### config.mk
export PLATFORM = sky130hd
export DESIGN_NAME = control_unit_pipelined
export DESIGN_NICKNAME = d
export VERILOG_FILES = /design/src/rtl/control_unit_pipelined.sv
export SDC_FILE = /design/constraint.sdc
export NUM_CORES = 1
export LEC_CHECK = 0
export CAP_MARGIN = 20
export CORE_MARGIN = 2
export CORE_UTILIZATION = 49
export CTS_CLUSTER_DIAMETER = 30
export DETAILED_ROUTE_END_ITERATION = 7
export PLACE_DENSITY = 0.79
export SLEW_MARGIN = 10
export SYNTH_ARGS = -nofsm -noshare
export SYNTH_HDL_FRONTEND = slang
export SYNTH_SLANG_ARGS = --single-unit
export TNS_END_PERCENT = 50
### constraint.sdc
create_clock -name clk -period 2.3 [get_ports clk]
set_input_delay 0.575 -clock clk [delete_from_list [all_inputs] [get_ports clk]]
set_output_delay 0.575 -clock clk [all_outputs]
set_load 0.01 [all_outputs]
### src/rtl/control_unit_pipelined.sv
// control_unit_pipelined
//   ID-stage decode and control for the pipelined RV32I core. The opcode is
//   decoded into the datapath control bundle, which is registered into the
//   ID/EX boundary. Stalls and flushes insert bubbles. A halt state machine
//   drains the pipeline after ECALL/EBREAK/FENCE or an illegal opcode, then
//   freezes fetch. A saturating counter records accepted instructions.
//
// Parameters
//   OPC_W        7 = full opcode (bits[1:0] must be 2'b11), 5 = opcode[6:2]
//   DRAIN_CYCLES cycles spent draining before HALTED (1..15)
//   CNT_W        width of the accepted-instruction counter
//
// Ports
//   clk, rst_n           clock, asynchronous active-low reset
//   id_valid, opcode     instruction presented by the IF/ID register
//   stall, flush         hazard stall / control flush; both squash into a bubble
//   ex_*                 registered control bundle for EX
//   fetch_hold           freeze PC/IF whenever not running
//   halted               pipeline fully drained and stopped
//   illegal              sticky illegal-opcode flag
//   inst_count           accepted instructions, saturating
module control_unit_pipelined #(
  parameter int OPC_W        = 7,
  parameter int DRAIN_CYCLES = 3,
  parameter int CNT_W        = 16
) (
  input  logic             clk,
  input  logic             rst_n,
  input  logic             id_valid,
  input  logic [OPC_W-1:0] opcode,
  input  logic             stall,
  input  logic             flush,
  output logic             ex_valid,
  output logic             ex_reg_write,
  output logic             ex_mem_read,
  output logic             ex_mem_write,
  output logic             ex_mem_to_reg,
  output logic             ex_alu_src,
  output logic             ex_branch,
  output logic             ex_jal,
  output logic             ex_jalr,
  output logic             ex_auipc,
  output logic             ex_halt,
  output logic [1:0]       ex_alu_op,
  output logic             fetch_hold,
  output logic             halted,
  output logic             illegal,
  output logic [CNT_W-1:0] inst_count
);

  typedef enum logic [1:0] {
    ST_RUN,
    ST_DRAIN,
    ST_HALTED
  } state_e;

  typedef struct packed {
    logic       reg_write;
    logic       mem_read;
    logic       mem_write;
    logic       mem_to_reg;
    logic       alu_src;
    logic       branch;
    logic       jal;
    logic       jalr;
    logic       auipc;
    logic       halt;
    logic [1:0] alu_op;
  } ctrl_t;

  state_e           state_q;
  logic [3:0]       drain_cnt_q;
  ctrl_t            ex_q;
  logic             ex_valid_q;
  logic             fetch_hold_q;
  logic             halted_q;
  logic             illegal_q;
  logic [CNT_W-1:0] inst_count_q;
  logic [CNT_W-1:0] inst_count_d;

  logic [4:0] key;
  logic       fmt_ok;
  ctrl_t      dec;
  logic       dec_illegal;
  logic       accept;

  // Decode key extraction depends on whether the low opcode bits are present.
  generate
    if (OPC_W == 7) begin : g_full_opc
      assign key    = opcode[6:2];
      assign fmt_ok = (opcode[1:0] == 2'b11);
    end else begin : g_stripped_opc
      assign key    = opcode[4:0];
      assign fmt_ok = 1'b1;
    end
  endgenerate

  // NOTE: every signal assigned in always_comb gets a default first so no
  // path through the case leaves it unassigned (which would infer a latch).
  always_comb begin
    dec         = '0;
    dec_illegal = 1'b0;
    unique case (key)
      5'b01100: begin dec.reg_write = 1'b1; dec.alu_op = 2'b10; end
      5'b00100: begin dec.reg_write = 1'b1; dec.alu_src = 1'b1; dec.alu_op = 2'b10; end
      5'b00000: begin
        dec.mem_read   = 1'b1;
        dec.mem_to_reg = 1'b1;
        dec.alu_src    = 1'b1;
        dec.reg_write  = 1'b1;
      end
      5'b01000: begin dec.mem_write = 1'b1; dec.alu_src = 1'b1; end
      5'b11000: begin dec.branch = 1'b1; dec.alu_op = 2'b01; end
      5'b00101: begin dec.auipc = 1'b1; dec.reg_write = 1'b1; end
      5'b01101: begin dec.reg_write = 1'b1; dec.alu_src = 1'b1; dec.alu_op = 2'b11; end
      5'b11011: begin dec.jal = 1'b1; dec.reg_write = 1'b1; end
      5'b11001: begin dec.jalr = 1'b1; dec.alu_src = 1'b1; dec.reg_write = 1'b1; end
      5'b11100, 5'b00011: dec.halt = 1'b1;
      default: begin dec.halt = 1'b1; dec_illegal = 1'b1; end
    endcase
    // A malformed full opcode overrides whatever the key decoded to.
    if (!fmt_ok) begin
      dec         = '0;
      dec.halt    = 1'b1;
      dec_illegal = 1'b1;
    end
  end

  assign accept       = id_valid & ~stall & ~flush & (state_q == ST_RUN);
  assign inst_count_d = (&inst_count_q) ? inst_count_q : inst_count_q + CNT_W'(1);

  // NOTE: sequential state uses non-blocking assignments so every register
  // samples the pre-edge values, independent of statement order.
  always_ff @(posedge clk or negedge rst_n) begin
    if (!rst_n) begin
      state_q      <= ST_RUN;
      drain_cnt_q  <= '0;
      ex_q         <= '0;
      ex_valid_q   <= 1'b0;
      fetch_hold_q <= 1'b0;
      halted_q     <= 1'b0;
      illegal_q    <= 1'b0;
      inst_count_q <= '0;
    end else begin
      if (accept) begin
        ex_q         <= dec;
        ex_valid_q   <= 1'b1;
        inst_count_q <= inst_count_d;
        if (dec_illegal) illegal_q <= 1'b1;
      end else begin
        ex_q       <= '0;
        ex_valid_q <= 1'b0;
      end

      unique case (state_q)
        ST_RUN: begin
          if (accept && dec.halt) begin
            state_q      <= ST_DRAIN;
            drain_cnt_q  <= 4'(DRAIN_CYCLES);
            fetch_hold_q <= 1'b1;
          end
        end
        ST_DRAIN: begin
          // The decrement that reaches zero is also the step into HALTED.
          if (drain_cnt_q <= 4'd1) begin
            state_q     <= ST_HALTED;
            drain_cnt_q <= '0;
            halted_q    <= 1'b1;
          end else begin
            drain_cnt_q <= drain_cnt_q - 4'd1;
          end
        end
        default: state_q <= ST_HALTED;
      endcase
    end
  end

  assign ex_valid      = ex_valid_q;
  assign ex_reg_write  = ex_q.reg_write;
  assign ex_mem_read   = ex_q.mem_read;
  assign ex_mem_write  = ex_q.mem_write;
  assign ex_mem_to_reg = ex_q.mem_to_reg;
  assign ex_alu_src    = ex_q.alu_src;
  assign ex_branch     = ex_q.branch;
  assign ex_jal        = ex_q.jal;
  assign ex_jalr       = ex_q.jalr;
  assign ex_auipc      = ex_q.auipc;
  assign ex_halt       = ex_q.halt;
  assign ex_alu_op     = ex_q.alu_op;
  assign fetch_hold    = fetch_hold_q;
  assign halted        = halted_q;
  assign illegal       = illegal_q;
  assign inst_count    = inst_count_q;

endmodule
==> impl_metrics.json <==
{
  "cts.htree.levels": 2,
  "path_buf_inv": 1,
  "cts_sinks": 37,
  "holdBufCountCts": 0,
  "synth_area_leaders": "dfrtp_1, xor2_1, nand3_1, nor2_1, xnor2_1",
  "setup.worst_path.class": "in2reg",
  "synth.yosys.seq_area_share": 0.518,
  "cp_cell_sequence": "clkdlybuf4s50_1 > or4b_4 > or4_4 > or3b_4 > nor3b_2",
  "synth_top_area_frac": 0.518,
  "ir_worst_vdd_uv": 385,
  "drc_errors": 0,
  "cp_slowest_stage_delay_ns": 0.53,
  "nets": 249,
  "worst_pin_slew_ns": 0.601,
  "clock_latency_ns": 0.35,
  "grt_pass1_wl_um": 6980,
  "final_core_util": 0.726,
  "drt-total-wl_um": 4070,
  "crit_arrival_ns": 2.59,
  "synth_edf_count": 0,
  "layout_min_cycle_time_ns": 2.32,
  "num_antenna_cells": 0,
  "clockBufferDepth": 2,
  "setup_viol": 1,
  "synthDistinctLibCells": 43,
  "outcome": "complete, but fails checks",
  "yosys.area.top_type": "dfrtp_1",
  "final_hold_viol_count": 0,
  "final.period_utilization": 1.01,
  "grt_pass1_vias": 1562,
  "postSynthNetCount": 186,
  "cp_max_fo": 3,
  "synthCells": 171,
  "syn_to_final_growth_pct": 38.7,
  "cts-root-buf": "clkbuf_4",
  "critPathTopFamily": "simple AND/OR/NAND/NOR gates",
  "via_per_inst": 5.50,
  "power_density_mw_per_mm2": 501,
  "synth_seq_cells": 37,
  "power_leakage_nw": 1.10,
  "max_freq_ghz": 0.431,
  "drt.antenna.violating_nets": 0,
  "firstDrtPassIters": 4,
  "path_clk_slew_ns": 0.11,
  "synth_area_per_cell_sq_um": 10.4,
  "min_path_type": "reg2reg",
  "grt-ovfl-total": 0,
  "start_kind": "primary input",
  "worstPathRequired_ns": 2.57,
  "slew_headroom": 0.596,
  "numCtsBuffers": 5,
  "finalInstanceArea_sq_mm": 0.00248,
  "antenna_found_initial": 0,
  "portBuffers": 43,
  "wl_per_cell_um": 14.5,
  "layout_commonest_cell": "clkdlybuf4s50_1",
  "die_area_sq_mm": 0.00415,
  "fill_cells": 267,
  "critPathCaptureType": "flop",
  "cts_setup_buffers": 0,
  "synth_area_sq_mm": 0.00179,
  "die_width_um": 64.4,
  "setup_slack_ns": -0.0178,
  "dieHeight_um": 64.4,
  "cts_tree": "yes",
  "synthArstFlopShare": 1.00,
  "ys_warn_count": 0,
  "rsz0062_at_grt": "true",
  "num_io_pins": 44,
  "num_rows": 21,
  "clock_skew_ns": 0.00861,
  "cap_violations": 0,
  "grt_max_degree": 38,
  "track_usage": 0.221,
  "hpwl_um": 3010,
  "vias": 1546,
  "initial_utilization": 0.523,
  "gp_congestion": 0.852,
  "drive_gt1_frac": 0.166,
  "dr.first_iter.drc_count": 76,
  "critPathSlowestCell": "or4_4",
  "ys_dominant_reg_cell": "dfrtp_1",
  "core_area_sq_mm": 0.00342,
  "slew_viol_final": 0,
  "violations": "negative setup slack",
  "layout_common_cells": "clkdlybuf4s50_1, dfrtp_1, buf_4",
  "place_area_sq_mm": 0.00239
}
state kept, by name, indices dropped and copies added (netlist names):
| signal | cells |
|---|---|
| inst_count | 16 |
| drain_cnt_q | 4 |
| ex_alu_op | 2 |
| state_q | 2 |
| ex_alu_src | 1 |
| ex_auipc | 1 |
| ex_branch | 1 |
| ex_halt | 1 |
| ex_jal | 1 |
| ex_jalr | 1 |
| ex_mem_read | 1 |
| ex_mem_write | 1 |
| ex_reg_write | 1 |
| ex_valid | 1 |
| fetch_hold | 1 |
| halted | 1 |
| illegal | 1 |
cells by family after synthesis:
| family | count (synthesis) | share of synthesized area |
|---|---|---|
| AOI/OAI and AO/OA | 26 | 0.0994 |
| xor gates and xnor gates | 15 | 0.0735 |
| adders and majority gates | 3 | 0.0210 |
| buffers and inverters | 16 | 0.0406 |
| DFF | 37 | 0.518 |
| muxes | 3 | 0.0182 |
| and+or+nand+nor | 71 | 0.229 |
per-layer routing:
layer | up-vias | wire length [um] | track usage
li1 | 733 | - | -
met1 | 752 | 1730 | 0.264
met2 | 51 | 2050 | 0.375
met3 | 10 | 179 | 0.0563
met4 | 0 | 106 | 0.0984
met5 | - | 0 | 0
synth_stat cells (2+ instances only):
cell       count
a2111oi_0      2
a211oi_1       6
a21o_1         2
a21oi_1        4
a31o_2         2
and3_1         3
clkbuf_1       4
dfrtp_1       37
ha_1           3
inv_1          9
mux2_2         2
nand2_1        5
nand2b_1       5
nand3_1       13
nand4_1        4
nor2_1        14
nor2b_1        3
nor3_1         5
nor4_1         6
nor4b_1        2
o21ai_0        4
or2_2          2
xnor2_1        6
xor2_1         9
path summary, 6_finish.rpt:
kind	startpoint	depth (start not counted)	slack, ns	endpoint
max in group asynchronous	rst_n	2	1.33	state_q[1]$_DFFE_PN0P_
min in group asynchronous	rst_n	2	0.64	inst_count[2]$_DFFE_PN0P_
worst min register to register	fetch_hold$_DFFE_PN0P_	1	0.47	fetch_hold$_DFFE_PN0P_
worst min-delay path	fetch_hold$_DFFE_PN0P_	1	0.47	fetch_hold$_DFFE_PN0P_
worst max register to register	state_q[0]$_DFFE_PN0P_	4	0.15	ex_auipc$_DFF_PN0_
worst max-delay path	id_valid	5	-0.02	ex_auipc$_DFF_PN0_
cell type report:
cell class / count / area, sq um / area share
multi-input cells: 118 / 796 / 0.321
well taps: 46 / 57.6 / 0.0232
repair buffers: 63 / 581 / 0.234
clock buffers: 7 / 55.1 / 0.0222
clock inverters: 1 / 30.0 / 0.0121
inverters: 9 / 33.8 / 0.0136
flip-flops and latches: 37 / 926 / 0.374
through the flow:
step / setup slack (ns) / hold slack, ns / total power [W] / cells / setup TNS (ns)
2_1_floorplan: -0.0208 / 0.279 / 0.000713 / 171 / -0.0208
3_3_place_gp: -0.339 / 0.440 / 0.000778 / 273 / -5.42
3_5_place_dp: -0.432 / 0.453 / 0.000783 / 273 / -6.63
4_1_cts: -0.0197 / 0.477 / 0.00125 / 281 / -0.0197
5_1_grt: -0.0423 / 0.500 / 0.00130 / 281 / -0.120
6_report: -0.0178 / 0.470 / 0.00124 / 281 / -0.0178
report_power, final:
| part | switching [W] | internal (W) | leakage, nW | total (W) |
|---|---|---|---|---|
| sequential | 0.0000111 | 0.000658 | 0.487 | 0.000669 |
| clock | 0.000212 | 0.000259 | 0.0455 | 0.000471 |
| combinational | 0.0000481 | 0.0000525 | 0.564 | 0.000101 |
timing repair:
item	4_1_cts	5_1_grt
endpoints found under the hold margin	0	0
endpoints found under the setup margin	3	3
pin swaps	1	0
gates resized for setup	2	0
Power figures use the tool's default switching activity.
